===== config.mk =====
export PLATFORM = sky130hd
export DESIGN_NAME = rc_mt_req_trk
export DESIGN_NICKNAME = d
export VERILOG_FILES = /design/src/rtl/rc_mt_req_trk.sv
export SDC_FILE = /design/constraint.sdc
export NUM_CORES = 1
export LEC_CHECK = 0
export ABC_AREA = 1
export CORE_MARGIN = 1
export CORE_UTILIZATION = 45
export CTS_BUF_LIST = sky130_fd_sc_hd__clkbuf_2 sky130_fd_sc_hd__clkbuf_4 sky130_fd_sc_hd__clkbuf_8
export CTS_CLUSTER_DIAMETER = 120
export DETAILED_ROUTE_END_ITERATION = 16
export PLACE_DENSITY = 0.83
export SLEW_MARGIN = 20
export SYNTH_ARGS = -nofsm -noshare
export SYNTH_HDL_FRONTEND = slang
export SYNTH_SLANG_ARGS = --single-unit

===== constraint.sdc =====
create_clock -name QClk -period 14.1 [get_ports QClk]
set_input_delay 2.82 -clock QClk [delete_from_list [all_inputs] [get_ports QClk]]
set_output_delay 2.82 -clock QClk [all_outputs]
set_load 0.01 [all_outputs]

===== src/rtl/rc_mt_req_trk.sv =====
// rtl/rc_mt_req_trk.sv - multi-thread C2F/ring request tracker; optional response timeout under RC_RSP_TIMEOUT_EN
// Opcode encoding: RD=0, WR=1, RD_RSP=2, WR_RSP=3.
module rc_mt_req_trk #(
    parameter int THREAD_W    = 2,
    parameter int CORE_ID_W   = 8,
    parameter int DEPTH       = 4,
    parameter int TIMEOUT_CYC = 255,
    localparam int RQ_W       = CORE_ID_W + THREAD_W,
    localparam int OP_W       = 2
) (
    input  logic                 QClk,
    input  logic                 RstQnnnH,
    input  logic [CORE_ID_W-1:0] CoreID,
    input  logic                 C2F_ReqValidQ500H,
    input  logic [OP_W-1:0]      C2F_ReqOpcodeQ500H,
    input  logic [THREAD_W-1:0]  C2F_ReqThreadIDQ500H,
    input  logic [31:0]          C2F_ReqAddressQ500H,
    input  logic [31:0]          C2F_ReqDataQ500H,
    output logic                 C2F_RspStall,
    output logic                 C2F_RspValidQ502H,
    output logic [OP_W-1:0]      C2F_RspOpcodeQ502H,
    output logic [THREAD_W-1:0]  C2F_RspThreadIDQ502H,
    output logic [31:0]          C2F_RspDataQ502H,
    input  logic                 RingReqInValidQ500H,
    input  logic [RQ_W-1:0]      RingReqInRequestorQ500H,
    input  logic [OP_W-1:0]      RingReqInOpcodeQ500H,
    input  logic [31:0]          RingReqInAddressQ500H,
    input  logic [31:0]          RingReqInDataQ500H,
    output logic                 RingReqOutValidQ502H,
    output logic [RQ_W-1:0]      RingReqOutRequestorQ502H,
    output logic [OP_W-1:0]      RingReqOutOpcodeQ502H,
    output logic [31:0]          RingReqOutAddressQ502H,
    output logic [31:0]          RingReqOutDataQ502H,
    input  logic                 RingRspInValidQ500H,
    input  logic [RQ_W-1:0]      RingRspInRequestorQ500H,
    input  logic [OP_W-1:0]      RingRspInOpcodeQ500H,
    input  logic [31:0]          RingRspInAddressQ500H,
    input  logic [31:0]          RingRspInDataQ500H,
    output logic                 RingRspOutValidQ502H,
    output logic [RQ_W-1:0]      RingRspOutRequestorQ502H,
    output logic [OP_W-1:0]      RingRspOutOpcodeQ502H,
    output logic [31:0]          RingRspOutAddressQ502H,
    output logic [31:0]          RingRspOutDataQ502H
);
    localparam int NUM_THREADS = 2 ** THREAD_W;
    localparam int PTR_W       = $clog2(DEPTH);
    localparam logic [OP_W-1:0] OP_RD_RSP = 2'd2;

    // The FIFO storage itself is the Q501H stage of the core request.
    logic [OP_W-1:0]     fifoOp   [DEPTH];
    logic [THREAD_W-1:0] fifoTid  [DEPTH];
    logic [31:0]         fifoAddr [DEPTH];
    logic [31:0]         fifoData [DEPTH];
    logic [PTR_W-1:0]    rdPtr, wrPtr;
    logic [PTR_W:0]      count, nextCount;
    logic [NUM_THREADS-1:0] pending, pendingNext;

    logic                reqInValid, rspInValid;
    logic [RQ_W-1:0]     reqInRq, rspInRq;
    logic [OP_W-1:0]     reqInOp, rspInOp;
    logic [31:0]         reqInAddr, reqInData, rspInAddr, rspInData;

    logic                push, pop, rspOwn, match, toFire, timeoutFire;
    logic [THREAD_W-1:0] headTid, rspTid, toTid;

    assign headTid     = fifoTid[rdPtr];
    assign rspTid      = rspInRq[THREAD_W-1:0];
    assign push        = C2F_ReqValidQ500H & ~C2F_RspStall;
    assign pop         = ~reqInValid & (count != '0) & ~pending[headTid];
    assign rspOwn      = rspInValid & (rspInRq[RQ_W-1:THREAD_W] == CoreID);
    assign match       = rspOwn & pending[rspTid];
    assign timeoutFire = toFire & ~match;
    assign nextCount   = count + (PTR_W+1)'(push) - (PTR_W+1)'(pop);

`ifdef RC_RSP_TIMEOUT_EN
    localparam int TO_W = $clog2(TIMEOUT_CYC + 1);
    logic [TO_W-1:0] toCnt [NUM_THREADS];

    always_ff @(posedge QClk or posedge RstQnnnH) begin
        if (RstQnnnH) begin
            for (int t = 0; t < NUM_THREADS; t++) toCnt[t] <= '0;
        end else begin
            for (int t = 0; t < NUM_THREADS; t++) begin
                if (pop && headTid == THREAD_W'(t))
                    toCnt[t] <= '0;
                else if (pending[t] && toCnt[t] != TO_W'(TIMEOUT_CYC))
                    toCnt[t] <= toCnt[t] + TO_W'(1);
            end
        end
    end

    // Scan downwards so the lowest saturated thread is the one reported.
    always_comb begin
        toFire = 1'b0;
        toTid  = '0;
        for (int t = NUM_THREADS - 1; t >= 0; t--) begin
            if (pending[t] && toCnt[t] == TO_W'(TIMEOUT_CYC)) begin
                toFire = 1'b1;
                toTid  = THREAD_W'(t);
            end
        end
    end
`else
    assign toFire = 1'b0;
    assign toTid  = '0;
`endif

    always_comb begin
        pendingNext = pending;
        if (match)       pendingNext[rspTid]  = 1'b0;
        if (timeoutFire) pendingNext[toTid]   = 1'b0;
        if (pop)         pendingNext[headTid] = 1'b1;
    end

    always_ff @(posedge QClk) begin
        if (push) begin
            fifoOp[wrPtr]   <= C2F_ReqOpcodeQ500H;
            fifoTid[wrPtr]  <= C2F_ReqThreadIDQ500H;
            fifoAddr[wrPtr] <= C2F_ReqAddressQ500H;
            fifoData[wrPtr] <= C2F_ReqDataQ500H;
        end
    end

    always_ff @(posedge QClk or posedge RstQnnnH) begin
        if (RstQnnnH) begin
            count        <= '0;
            rdPtr        <= '0;
            wrPtr        <= '0;
            pending      <= '0;
            C2F_RspStall <= 1'b0;
            reqInValid   <= 1'b0;
            reqInRq      <= '0;
            reqInOp      <= '0;
            reqInAddr    <= '0;
            reqInData    <= '0;
            rspInValid   <= 1'b0;
            rspInRq      <= '0;
            rspInOp      <= '0;
            rspInAddr    <= '0;
            rspInData    <= '0;
        end else begin
            count        <= nextCount;
            if (push) wrPtr <= wrPtr + PTR_W'(1);
            if (pop)  rdPtr <= rdPtr + PTR_W'(1);
            pending      <= pendingNext;
            C2F_RspStall <= (nextCount == (PTR_W+1)'(DEPTH));
            reqInValid   <= RingReqInValidQ500H;
            reqInRq      <= RingReqInRequestorQ500H;
            reqInOp      <= RingReqInOpcodeQ500H;
            reqInAddr    <= RingReqInAddressQ500H;
            reqInData    <= RingReqInDataQ500H;
            rspInValid   <= RingRspInValidQ500H;
            rspInRq      <= RingRspInRequestorQ500H;
            rspInOp      <= RingRspInOpcodeQ500H;
            rspInAddr    <= RingRspInAddressQ500H;
            rspInData    <= RingRspInDataQ500H;
        end
    end

    always_ff @(posedge QClk or posedge RstQnnnH) begin
        if (RstQnnnH) begin
            RingReqOutValidQ502H     <= 1'b0;
            RingReqOutRequestorQ502H <= '0;
            RingReqOutOpcodeQ502H    <= '0;
            RingReqOutAddressQ502H   <= '0;
            RingReqOutDataQ502H      <= '0;
            RingRspOutValidQ502H     <= 1'b0;
            RingRspOutRequestorQ502H <= '0;
            RingRspOutOpcodeQ502H    <= '0;
            RingRspOutAddressQ502H   <= '0;
            RingRspOutDataQ502H      <= '0;
            C2F_RspValidQ502H        <= 1'b0;
            C2F_RspOpcodeQ502H       <= '0;
            C2F_RspThreadIDQ502H     <= '0;
            C2F_RspDataQ502H         <= '0;
        end else begin
            // Upstream traffic owns the slot; our head only fills empty slots.
            if (reqInValid) begin
                RingReqOutValidQ502H     <= 1'b1;
                RingReqOutRequestorQ502H <= reqInRq;
                RingReqOutOpcodeQ502H    <= reqInOp;
                RingReqOutAddressQ502H   <= reqInAddr;
                RingReqOutDataQ502H      <= reqInData;
            end else if (pop) begin
                RingReqOutValidQ502H     <= 1'b1;
                RingReqOutRequestorQ502H <= {CoreID, headTid};
                RingReqOutOpcodeQ502H    <= fifoOp[rdPtr];
                RingReqOutAddressQ502H   <= fifoAddr[rdPtr];
                RingReqOutDataQ502H      <= fifoData[rdPtr];
            end else begin
                RingReqOutValidQ502H     <= 1'b0;
                RingReqOutRequestorQ502H <= '0;
                RingReqOutOpcodeQ502H    <= '0;
                RingReqOutAddressQ502H   <= '0;
                RingReqOutDataQ502H      <= '0;
            end

            // Own-core responses never travel on, matched or stale.
            RingRspOutValidQ502H     <= rspInValid & ~rspOwn;
            RingRspOutRequestorQ502H <= rspInRq;
            RingRspOutOpcodeQ502H    <= rspInOp;
            RingRspOutAddressQ502H   <= rspInAddr;
            RingRspOutDataQ502H      <= rspInData;

            if (match) begin
                C2F_RspValidQ502H    <= 1'b1;
                C2F_RspOpcodeQ502H   <= rspInOp;
                C2F_RspThreadIDQ502H <= rspTid;
                C2F_RspDataQ502H     <= rspInData;
            end else if (timeoutFire) begin
                C2F_RspValidQ502H    <= 1'b1;
                C2F_RspOpcodeQ502H   <= OP_RD_RSP;
                C2F_RspThreadIDQ502H <= toTid;
                C2F_RspDataQ502H     <= 32'hDEAD_BEEF;
            end else begin
                C2F_RspValidQ502H    <= 1'b0;
                C2F_RspOpcodeQ502H   <= '0;
                C2F_RspThreadIDQ502H <= '0;
                C2F_RspDataQ502H     <= '0;
            end
        end
    end
endmodule

==> summary.md, run 1 <==
| Metric | Value |
|---|---|
| Row cnt | `78` |
| Post_cts resized | `0` |
| Die W | `218.3 um` |
| Initial antenna violation count | `5` |
| Setup Skew | `34.86 ps` |
| Worst Tran Pin Value | `1109 ps` |
| Critical Path RT | `14390 ps` |
| Critical Path End Type | `flip-flop` |
| Hold buffers post-CTS | `0` |
| Post-layout net count | `2158` |
| Period utilization | `34.86%` |
| Final WL | `55680 um` |
| Prevailing post-synth register cell | `dfrtp_1` |
| DR vias | `13395` |
| Max-cap violations | `0` |
| Syn Area/Cell | `14.41 um2` |
| Pleak | `11.44 nW` |
| Power, Total | `5.142 mW` |
| Register-to-Register Path Depth | `16` |
| FFs w/ async S/R, synth | `56.76%` |
| Initial Util | `45.98%` |
| Fillers | `3249` |
| Inserted Clock Buffers | `98` |
| Gr ovfl total | `0` |
| Root buffer cell | `clkbuf_8` |
| Largest net degree at the start of global routing | `148` |
| Postcts setup bufs | `0` |
| Synth Net Count | `1700` |
| Die height | `218.3 um` |
| Final worst slack | `9184 ps` |
| Mapped cell area | `21050 um2` |
| Dpl cells | `2418` |
| PortBufs | `424` |
| Routed vias/inst | `5.148` |
| Area leader, netlist | `dfrtp_1` |
| Drt first-iter violations | `1062` |
| Pre-CTS setup slack | `8473 ps` |
| Crit path DAT | `5210 ps` |
| F_max | `203.4 MHz` |
| Worst Hold Path Cells | `0` |
| Clock Latency Late Sink | `680 ps` |
| Yosys warnings | `0` |
| Final Wtd Congestion | `0.9736` |
| H-tree levels | `3` |
| Clock sinks | `629` |
| Fraction of layout cells with a size suffix above 1 | `10.29%` |
| Routed Antenna Nets | `0` |
| RSZ-0062 raised after global routing | `false` |
| Synth Instances | `1460` |
| Sequential element share of the synthesized area | `81.26%` |
| Switching pwr | `1.618 mW` |
| Comb pwr share | `24.1%` |
| CTS tree | `built` |
| Met2 wire len | `27680 um` |
| Peak VDD IR | `145.6 uV` |
| Hpwl dp | `35310 um` |
| Post-synth cell types | `24` |
| Worst Path Max Fanout | `40` |
| Startpoint Class | `primary input` |
| Hold Fails Final Rpt | `0` |
| Placeable Area | `45770 um2` |
| Status | `finished, final reports clean` |
| FF+latch count, synth | `629` |
| FF/Latch Area | `17110 um2` |
| First-pass GRT wire length | `81740 um` |
| Num ports | `425` |
| Setup TNS | `0 ps` |
| Multi-input logic area | `3354 um2` |
| Remaining DRCs | `0` |
| Clk pin slew, worst setup/hold paths | `60 ps` |
| Number of global-route vias before repair | `13799` |
| Die footprint | `47640 um2` |
| Max_slew headroom | `26.05%` |
| DRT Pass-1 Iters | `5` |
| Synth top area share | `42.45%` |
| FF-to-FF Start | `rdPtr[1]` |
| Worst Min Path Start | `rspInAddr[4]` |
| Reg2reg end | `C2F_RspStall` |
| PD cells | `184.0 nW/um2` |
| Hold Path Sink | `RingRspOutAddressQ502H[4]` |
| Area contributors post-synth | `dfrtp_1 42%, edfxtp_1 39%, nor2_1 3.3%` |
| Switching Fraction | `31.46%` |
| Max Slew Vio Count | `0` |
| Wl on met1 | `20590 um` |
| Post-synth EDFFs | `272` |
| Setup Viol. Count Final | `0` |
| Clk pwr share | `31.3%` |
| Total GRT Usage | `23.37%` |
| WL per Instance | `21.40 um` |
| WL met3 | `4357 um` |
| Commonest non-fill, non-tap cell in the layout | `clkdlybuf4s50_1` |
| Int Pwr | `3.524 mW` |
| Max layer used | `met5` |
| Most frequent cells in the layout | `424 x clkdlybuf4s50_1, 354 x dfrtp_1, 272 x edfxtp_1` |
| Min Tclk post-route | `4916 ps` |
| Critical path type | `in2reg` |
| Area Overhead vs Synth | `32.81%` |
| Reg2Reg Setup Slack | `10030 ps` |
| Worst hold path type | `reg2reg` |
| Clock Tree Buf Depth | `3` |
| Finished Layout Cells | `2602` |
| Part of the power in registers | `44.6%` |
| Hold WS | `347.4 ps` |
[flip-flops by register name (all words and copies together), names as in the netlist, 32 cells and up]
register,flops
C2F_RspDataQ502H,32
RingReqOutAddressQ502H,32
RingReqOutDataQ502H,32
RingRspOutAddressQ502H,32
RingRspOutDataQ502H,32
fifoAddr,128
fifoData,128
reqInAddr,32
reqInData,32
rspInAddr,32
rspInData,32
[cell families after synthesis]
| logic type | Yosys count | synth area share [%] |
|---|---|---|
| AOI/OAI and AO/OA | 204 | 5.250 |
| xor gates and xnor gates | 12 | 0.4994 |
| adders and majority gates | 7 | 0.4518 |
| buffers and inverters | 143 | 3.056 |
| DFF | 629 | 81.26 |
| and+or+nand+nor | 465 | 9.483 |
[metrics by stage]
step | cell area [um2] | util (%)
floorplan | 21050 | -
global placement | 25820 | 56.41
detailed placement | 25820 | 56.41
CTS | 27950 | 61.06
global route | 27950 | 61.07
finish | 27950 | 61.07
[Yosys cell counts (2+ instances only)]
| master | instances |
|---|---|
| nand2_2 | 4 |
| nand3_1 | 7 |
| nor2_1 | 186 |
| ha_1 | 6 |
| clkbuf_1 | 48 |
| buf_6 | 9 |
| buf_2 | 22 |
| o22ai_1 | 67 |
| o21ai_1 | 2 |
| xor2_1 | 11 |
| edfxtp_1 | 272 |
| nand3_2 | 3 |
| nand4_1 | 81 |
| o21ai_0 | 133 |
| dfrtp_1 | 357 |
| inv_1 | 59 |
| inv_2 | 2 |
| a21oi_1 | 2 |
| nand2_1 | 182 |
| buf_4 | 3 |
[worst max-delay path by stage]
stage                           start                  end
global placement    C2F_ReqValidQ500H      fifoAddr[0][11]
CTS                 C2F_ReqValidQ500H      fifoAddr[3][14]
floorplan                    RstQnnnH  C2F_RspDataQ502H[0]
global route        C2F_ReqValidQ500H      fifoAddr[3][18]
detailed placement  C2F_ReqValidQ500H      fifoAddr[0][17]
finish              C2F_ReqValidQ500H      fifoAddr[3][16]
[layout make-up]
type	instances	area share, %
clock buffers	139	6.486
flip-flops and latches	629	61.22
multi-input cells	688	12.00
clock inverters	44	1.133
inverters	61	0.8550
repair buffers	440	15.61
diodes	1	0.008953
well taps	600	2.686
[power groups by stage]
stage               combinational, mW  sequential (mW)  clock (mW)
global placement                 1.21             2.32           0
CTS                              1.26             2.30        1.64
finish                           1.24             2.29        1.61
floorplan                       0.700             2.35           0
detailed placement               1.25             2.33           0
global route                     1.35             2.31        1.72
[worst max-delay path: stages]
cell	delay [ps]
clkdlybuf4s50_1	480
nand2_1	310
nor2_4	850
buf_4	660
[routing by layer]
| layer | vias up | track usage [%] |
|---|---|---|
| met5 | - | 0.4167 |
| met4 | 6 | 14.55 |
| met3 | 121 | 6.514 |
| met2 | 605 | 39.10 |
| met1 | 6679 | 26.49 |
| li1 | 5984 | - |
No activity file was read; power rests on OpenSTA's default activity.
==> run 2, diff against run 1 <==
Clock period 14.1 ns to 4.98 ns, I/O delays scaled along.
==> run 2 against run 1 <==
  * Die area is the same
  * First-iteration DRC count grew 0.75%
  * Worst setup slack got worse by 7800 ps
  * Critical endpoint is now C2F_RspStall
==> summary.md, run 2 (synthesized netlist as in run 1, its figures left out) <==
| Metric | Value |
|---|---|
| Setup Viol. Count Final | `0 (unchanged)` |
| Critical Path End Type | `flip-flop` |
| Initial antenna violation count | `3 (-2)` |
| Fillers | `3256 (+0.22%)` |
| Post_cts resized | `0 (unchanged)` |
| Max-cap violations | `0 (unchanged)` |
| Root buffer cell | `clkbuf_8` |
| Max Slew Vio Count | `0 (unchanged)` |
| Finished Layout Cells | `2611 (+0.35%)` |
| DR vias | `13436 (+0.31%)` |
| Crit path DAT | `4210 ps (-1000 ps)` |
| Clock Tree Buf Depth | `3 (unchanged)` |
| Min Tclk post-route | `3605 ps` |
| Status | `finished, final reports clean` |
| Inserted Clock Buffers | `98 (unchanged)` |
| Postcts setup bufs | `0 (unchanged)` |
| Setup Skew | `41.10 ps (+6.237 ps)` |
| Fraction of layout cells with a size suffix above 1 | `11.15% (+0.85 points)` |
| Placeable Area | `45770 um2 (unchanged)` |
| Pleak | `11.56 nW (+1.0%)` |
| Die footprint | `47640 um2 (unchanged)` |
| Peak VDD IR | `481.0 uV (+230%)` |
| Remaining DRCs | `0 (unchanged)` |
| First-pass GRT wire length | `82760 um (+1.2%)` |
| Clock Latency Late Sink | `710 ps (+30 ps)` |
| Die height | `218.3 um (unchanged)` |
| Worst Tran Pin Value | `1073 ps (-36.12 ps)` |
| Hpwl dp | `35150 um (-0.43%)` |
| Routed vias/inst | `5.146 (about the same)` |
| Final worst slack | `1375 ps (-7809 ps)` |
| Most frequent cells in the layout | `424 x clkdlybuf4s50_1, 354 x dfrtp_1, 272 x edfxtp_1` |
| PortBufs | `424 (unchanged)` |
| Post-layout net count | `2165 (+0.32%)` |
| Clock sinks | `629 (unchanged)` |
| Total GRT Usage | `23.53% (+0.15 points)` |
| Row cnt | `78 (unchanged)` |
| CTS tree | `built` |
| Num ports | `425 (unchanged)` |
| Routed Antenna Nets | `0 (unchanged)` |
| Area Overhead vs Synth | `33.91%` |
| Startpoint Class | `flip-flop` |
| RSZ-0062 raised after global routing | `false` |
| Die W | `218.3 um (unchanged)` |
| Max_slew headroom | `28.46% (+2.4 points)` |
| Initial Util | `45.98% (unchanged)` |
| Final WL | `55910 um (+0.40%)` |
| Hold Fails Final Rpt | `0 (unchanged)` |
| Gr ovfl total | `0 (unchanged)` |
| Worst hold path type | `reg2reg` |
| Top Registers | `fifoAddr (128), fifoData (128)` |
| Finished Cell Area | `28180 um2 (+0.82%)` |
| DP Area | `25920 um2 (+0.38%)` |
| WL per Instance | `21.41 um (about the same)` |
| DRT Pass-1 Iters | `5 (unchanged)` |
| Pre-CTS setup slack | `1361 ps (-7112 ps)` |
| Number of global-route vias before repair | `13906 (+0.78%)` |
| PD cells | `525.5 nW/um2 (+190%)` |
| Critical path type | `reg2reg` |
| F_max | `277.4 MHz` |
| Final Wtd Congestion | `0.9270 (-4.8%)` |
| Setup TNS | `0 ps (unchanged)` |
| Period utilization | `72.38%` |
| Drt first-iter violations | `1070 (+0.75%)` |
| Dpl cells | `2425 (+0.29%)` |
| Largest net degree at the start of global routing | `104 (-30%)` |
| Hold buffers post-CTS | `0 (unchanged)` |
| Commonest non-fill, non-tap cell in the layout | `clkdlybuf4s50_1` |
| Critical Path RT | `5590 ps (-8800 ps)` |
| Clk pin slew, worst setup/hold paths | `70 ps (about the same)` |
| H-tree levels | `3 (unchanged)` |
| Worst Path Max Fanout | `79 (+98%)` |
[run 2: changes by cell type in the layout (fill, tap and decap cells not counted), moves of 2 or more]
| cell | previous run | this run |
|---|---|---|
| clkbuf_4 | 16 | 28 |
| clkinv_1 | 14 | 4 |
| buf_12 | 0 | 4 |
| clkinv_2 | 19 | 15 |
| buf_4 | 16 | 19 |
| bufinv_16 | 4 | 6 |
| clkbuf_8 | 123 | 121 |
| clkinv_8 | 0 | 2 |
| inv_4 | 4 | 2 |
| inv_8 | 1 | 3 |
[run 2: final cells by class]
| type | count | area, um2 | area share, % |
|---|---|---|---|
| well taps | 600 | 750.7 | 2.664 |
| clock inverters | 35 | 382.9 | 1.359 |
| repair buffers | 447 | 4467 | 15.85 |
| diodes | 2 | 5.005 | 0.01776 |
| inverters | 61 | 235.2 | 0.8347 |
| flip-flops and latches | 629 | 17110 | 60.72 |
| clock buffers | 149 | 1876 | 6.655 |
| multi-input cells | 688 | 3354 | 11.90 |
[run 2: routing by layer]
| metal | global-route usage, % | up-vias | routed length, um |
|---|---|---|---|
| met5 | 0 | - | 13 |
| met4 | 11.61 | 2 | 2204 |
| met3 | 6.834 | 112 | 4968 |
| met2 | 38.54 | 647 | 27550 |
| met1 | 28.49 | 6672 | 21170 |
| li1 | - | 6003 | - |
[run 2: worst paths after layout]
check                              start                    endpoint  slack, ps  cells past startpoint
min in group asynchronous       RstQnnnH               rspInAddr[27]        830                      2
max reg2reg                     rdPtr[0]                C2F_RspStall       1380                     15
max in group asynchronous       RstQnnnH                  reqInValid       3030                      3
max                             rdPtr[0]                C2F_RspStall       1380                     15
min reg2reg                rspInAddr[26]  RingRspOutAddressQ502H[26]        350                      0
min                        rspInAddr[26]  RingRspOutAddressQ502H[26]        350                      0
[run 2: worst max-delay path, cell delays in order (launching register included)]
cell and delay [ps]:
dfrtp_4 650, inv_4 630, nor2_1 80, o21ai_1 190, nand2_2 120, inv_2 130, nand2_4 60, nand3_2 90
inv_1 60, ha_1 260, inv_1 40, ha_1 180, fa_1 410, xnor2_1 190, xor2_1 220, nor3b_1 190
[run 2: through the flow]
| step | hold WS [ps] | total power [mW] | utilization (%) |
|---|---|---|---|
| 2_1_floorplan | 331.2 | 8.628 | - |
| 3_3_place_gp | 331.5 | 9.959 | 56.62 |
| 3_5_place_dp | 335.5 | 10.11 | 56.62 |
| 4_1_cts | 349.0 | 14.94 | 61.56 |
| 5_1_grt | 357.5 | 15.51 | 61.57 |
| 6_report | 347.6 | 14.81 | 61.57 |
[run 2: power breakdown]
part / total, mW / leakage, nW / switching [mW] / internal [mW]
combinational: 3.50 / 3.56 / 2.28 / 1.22
sequential: 6.50 / 6.80 / 0.284 / 6.22
clock: 4.81 / 1.20 / 2.06 / 2.75
total: 14.8 / 11.6 / 4.62 / 10.2
==> run 3, diff against run 2 <==
Settings changed: PLACE_DENSITY 0.83 to 0.86.
Clock period 4.98 ns to 3.15 ns, I/O delays scaled along.
==> run 3 against run 2 <==
  * Sequential power rose by 57%
  * Highest routed layer unchanged
  * Flip-flop and latch count did not move
  * Wire length fell by 0.88%
  * Clock power rose by 46%
  * Worst setup slack got worse by 1100 ps
  * Clock skew fell by 22 ps
  * Core utilization fell by 0.39 points
  * Critical path type unchanged
==> summary.md, run 3 (synthesized netlist as in run 1, its figures left out) <==
| Metric | Value |
|---|---|
| Postcts setup bufs | `0 (unchanged)` |
| Routed vias/inst | `5.129 (-0.33%)` |
| Die footprint | `47640 um2 (unchanged)` |
| Hold Fails Final Rpt | `0 (unchanged)` |
| Top Registers | `fifoAddr (128), fifoData (128)` |
| Slowest-stage cell, CP | `dfrtp_4` |
| PortBufs | `424 (unchanged)` |
| Worst Setup SP | `rdPtr[0]` |
| Hold WS | `291.8 ps (-55.79 ps)` |
| Remaining DRCs | `0 (unchanged)` |
| H-tree levels | `3 (unchanged)` |
| Clock sinks | `629 (unchanged)` |
| Worst Path Max Fanout | `9 (-89%)` |
| Row cnt | `78 (unchanged)` |
| Fraction of layout cells with a size suffix above 1 | `11.01% (-0.14 points)` |
| Power, Total | `22.86 mW (+54%)` |
| Clk pin slew, worst setup/hold paths | `60 ps (about the same)` |
| Initial antenna violation count | `6 (+3)` |
| Critical Path RT | `3740 ps (-1850 ps)` |
| Max-cap violations | `0 (unchanged)` |
| Crit path DAT | `3480 ps (-730 ps)` |
| Largest net degree at the start of global routing | `120 (+15%)` |
| FF-to-FF Start | `rdPtr[0]` |
| Num ports | `425 (unchanged)` |
| Root buffer cell | `clkbuf_8` |
| Period utilization | `91.98% (+20 points)` |
| Critical Path End Type | `flip-flop` |
| Hpwl dp | `34890 um (-0.75%)` |
| F_max | `345.1 MHz (+24%)` |
| Pre-CTS setup slack | `194.9 ps (-1166 ps)` |
| Routed Antenna Nets | `0 (unchanged)` |
| Min Tclk post-route | `2897 ps (-707.3 ps)` |
| Final WL | `55420 um (-0.88%)` |
| WL per Instance | `21.23 um (-0.84%)` |
| Register-to-Register Path Depth | `15 (unchanged)` |
| Crit path largest cell delay | `520 ps (-130 ps)` |
| RSZ-0062 raised after global routing | `false` |
| Initial Util | `45.98% (unchanged)` |
| First-pass GRT wire length | `82660 um (-0.12%)` |
| Max Slew Vio Count | `0 (unchanged)` |
| Worst Tran Pin Value | `1071 ps (-2.514 ps)` |
| Status | `finished, final reports clean` |
| PD cells | `816.4 nW/um2 (+55%)` |
| Reg2Reg Setup Slack | `250 ps (-1120 ps)` |
| Placeable Area | `45770 um2 (unchanged)` |
| Setup Viol. Count Final | `0 (unchanged)` |
| Gr ovfl total | `0 (unchanged)` |
| Pleak | `11.47 nW (-0.77%)` |
| CTS tree | `built` |
| Inserted Clock Buffers | `98 (unchanged)` |
| Hold buffers post-CTS | `0 (unchanged)` |
| Die height | `218.3 um (unchanged)` |
| Startpoint Class | `flip-flop` |
| Commonest non-fill, non-tap cell in the layout | `clkdlybuf4s50_1` |
| Area Overhead vs Synth | `33.07%` |
| Most frequent cells in the layout | `424 x clkdlybuf4s50_1, 354 x dfrtp_1, 272 x edfxtp_1` |
| Crit path cell chain | `inv_4, nor2_1, o21ai_1, nand2_2, inv_2, nand2_4, nand3_2, inv_1, ha_1, inv_1, ha_1, fa_1, xnor2_1, xor2_1, nor3b_1` |
| Reg2reg end | `C2F_RspStall` |
| Worst hold path type | `in2async` |
| Clock Tree Buf Depth | `3 (unchanged)` |
| Max_slew headroom | `28.62% (+0.17 points)` |
| DR vias | `13387 (-0.36%)` |
| Die W | `218.3 um (unchanged)` |
| Finished Layout Cells | `2610 (-0.038%)` |
| Dpl cells | `2432 (+0.29%)` |
| Number of global-route vias before repair | `14053 (+1.1%)` |
| DRT Pass-1 Iters | `5 (unchanged)` |
| Drt first-iter violations | `999 (-6.6%)` |
| Final Util | `61.18% (-0.39 points)` |
| Total GRT Usage | `23.54% (about the same)` |
| Peak VDD IR | `759.0 uV (+58%)` |
| Post_cts resized | `0 (unchanged)` |
| Setup Skew | `19.45 ps (-21.65 ps)` |
| Final Wtd Congestion | `0.9738 (+5.0%)` |
| Clock Latency Late Sink | `690 ps (-20 ps)` |
| Post-layout net count | `2172 (+0.32%)` |
| Final worst slack | `252.6 ps (-1123 ps)` |
| Critical path type | `reg2reg` |
## run 3: changes by cell type in the layout (fill, tap and decap cells not counted), sizes merged
cell      delta
inv          -4
diode        +1
clkinv       -2
bufinv       -3
clkinvlp     +3
clkbuf       -3
buf          +7
## run 3: worst max-delay path by stage
stage                                endpoint  cells after the start  slack (ps)
after global placement           C2F_RspStall                      9         380
after CTS                        C2F_RspStall                     15         230
final                            C2F_RspStall                     15         250
after detailed placement         C2F_RspStall                      9         190
after global routing             C2F_RspStall                     15          40
after floorplan           C2F_RspDataQ502H[0]                      1       -2260
## run 3: cell type report
| class | count | area (um2) |
|---|---|---|
| sequential | 629 | 17110 |
| timing repair buffer | 454 | 4519 |
| multi-input combinational | 688 | 3354 |
| antenna | 3 | 7.507 |
| clock buffer | 146 | 1790 |
| clock inverter | 29 | 236.5 |
| tap | 600 | 750.7 |
| inverter | 61 | 235.2 |
| fill | 3231 | 17770 |
## run 3: metal layers
layer | GRT usage (%) | vias to the layer above | wire, um
li1 | - | 6008 | -
met1 | 27.40 | 6596 | 20320
met3 | 6.374 | 117 | 4727
met2 | 39.22 | 660 | 27740
met5 | 0 | - | 29
met4 | 13.61 | 6 | 2600
## run 3: metrics by stage
stage / area (um2) / setup TNS, ps
final: 28000 / 0
after global routing: 28000 / 0
after CTS: 28000 / 0
after detailed placement: 25970 / 0
after global placement: 25970 / 0
after floorplan: 21060 / -808360
## run 3: power breakdown
| group | switching, mW | leakage [nW] | internal [mW] | total (mW) |
|---|---|---|---|---|
| sequential | 0.355 | 6.80 | 9.83 | 10.2 |
| combinational | 3.72 | 3.60 | 1.96 | 5.68 |
| clock | 3.12 | 1.08 | 3.88 | 7.00 |
## run 3: critical path: cells and delay by family (launching register included)
kind,cells,cell delay [ps]
AOI/OAI and AO/OA,1,140
and+or+nand+nor,5,530
adders and majority gates,3,850
buffers and inverters,4,310
DFF,1,520
xor gates and xnor gates,2,420
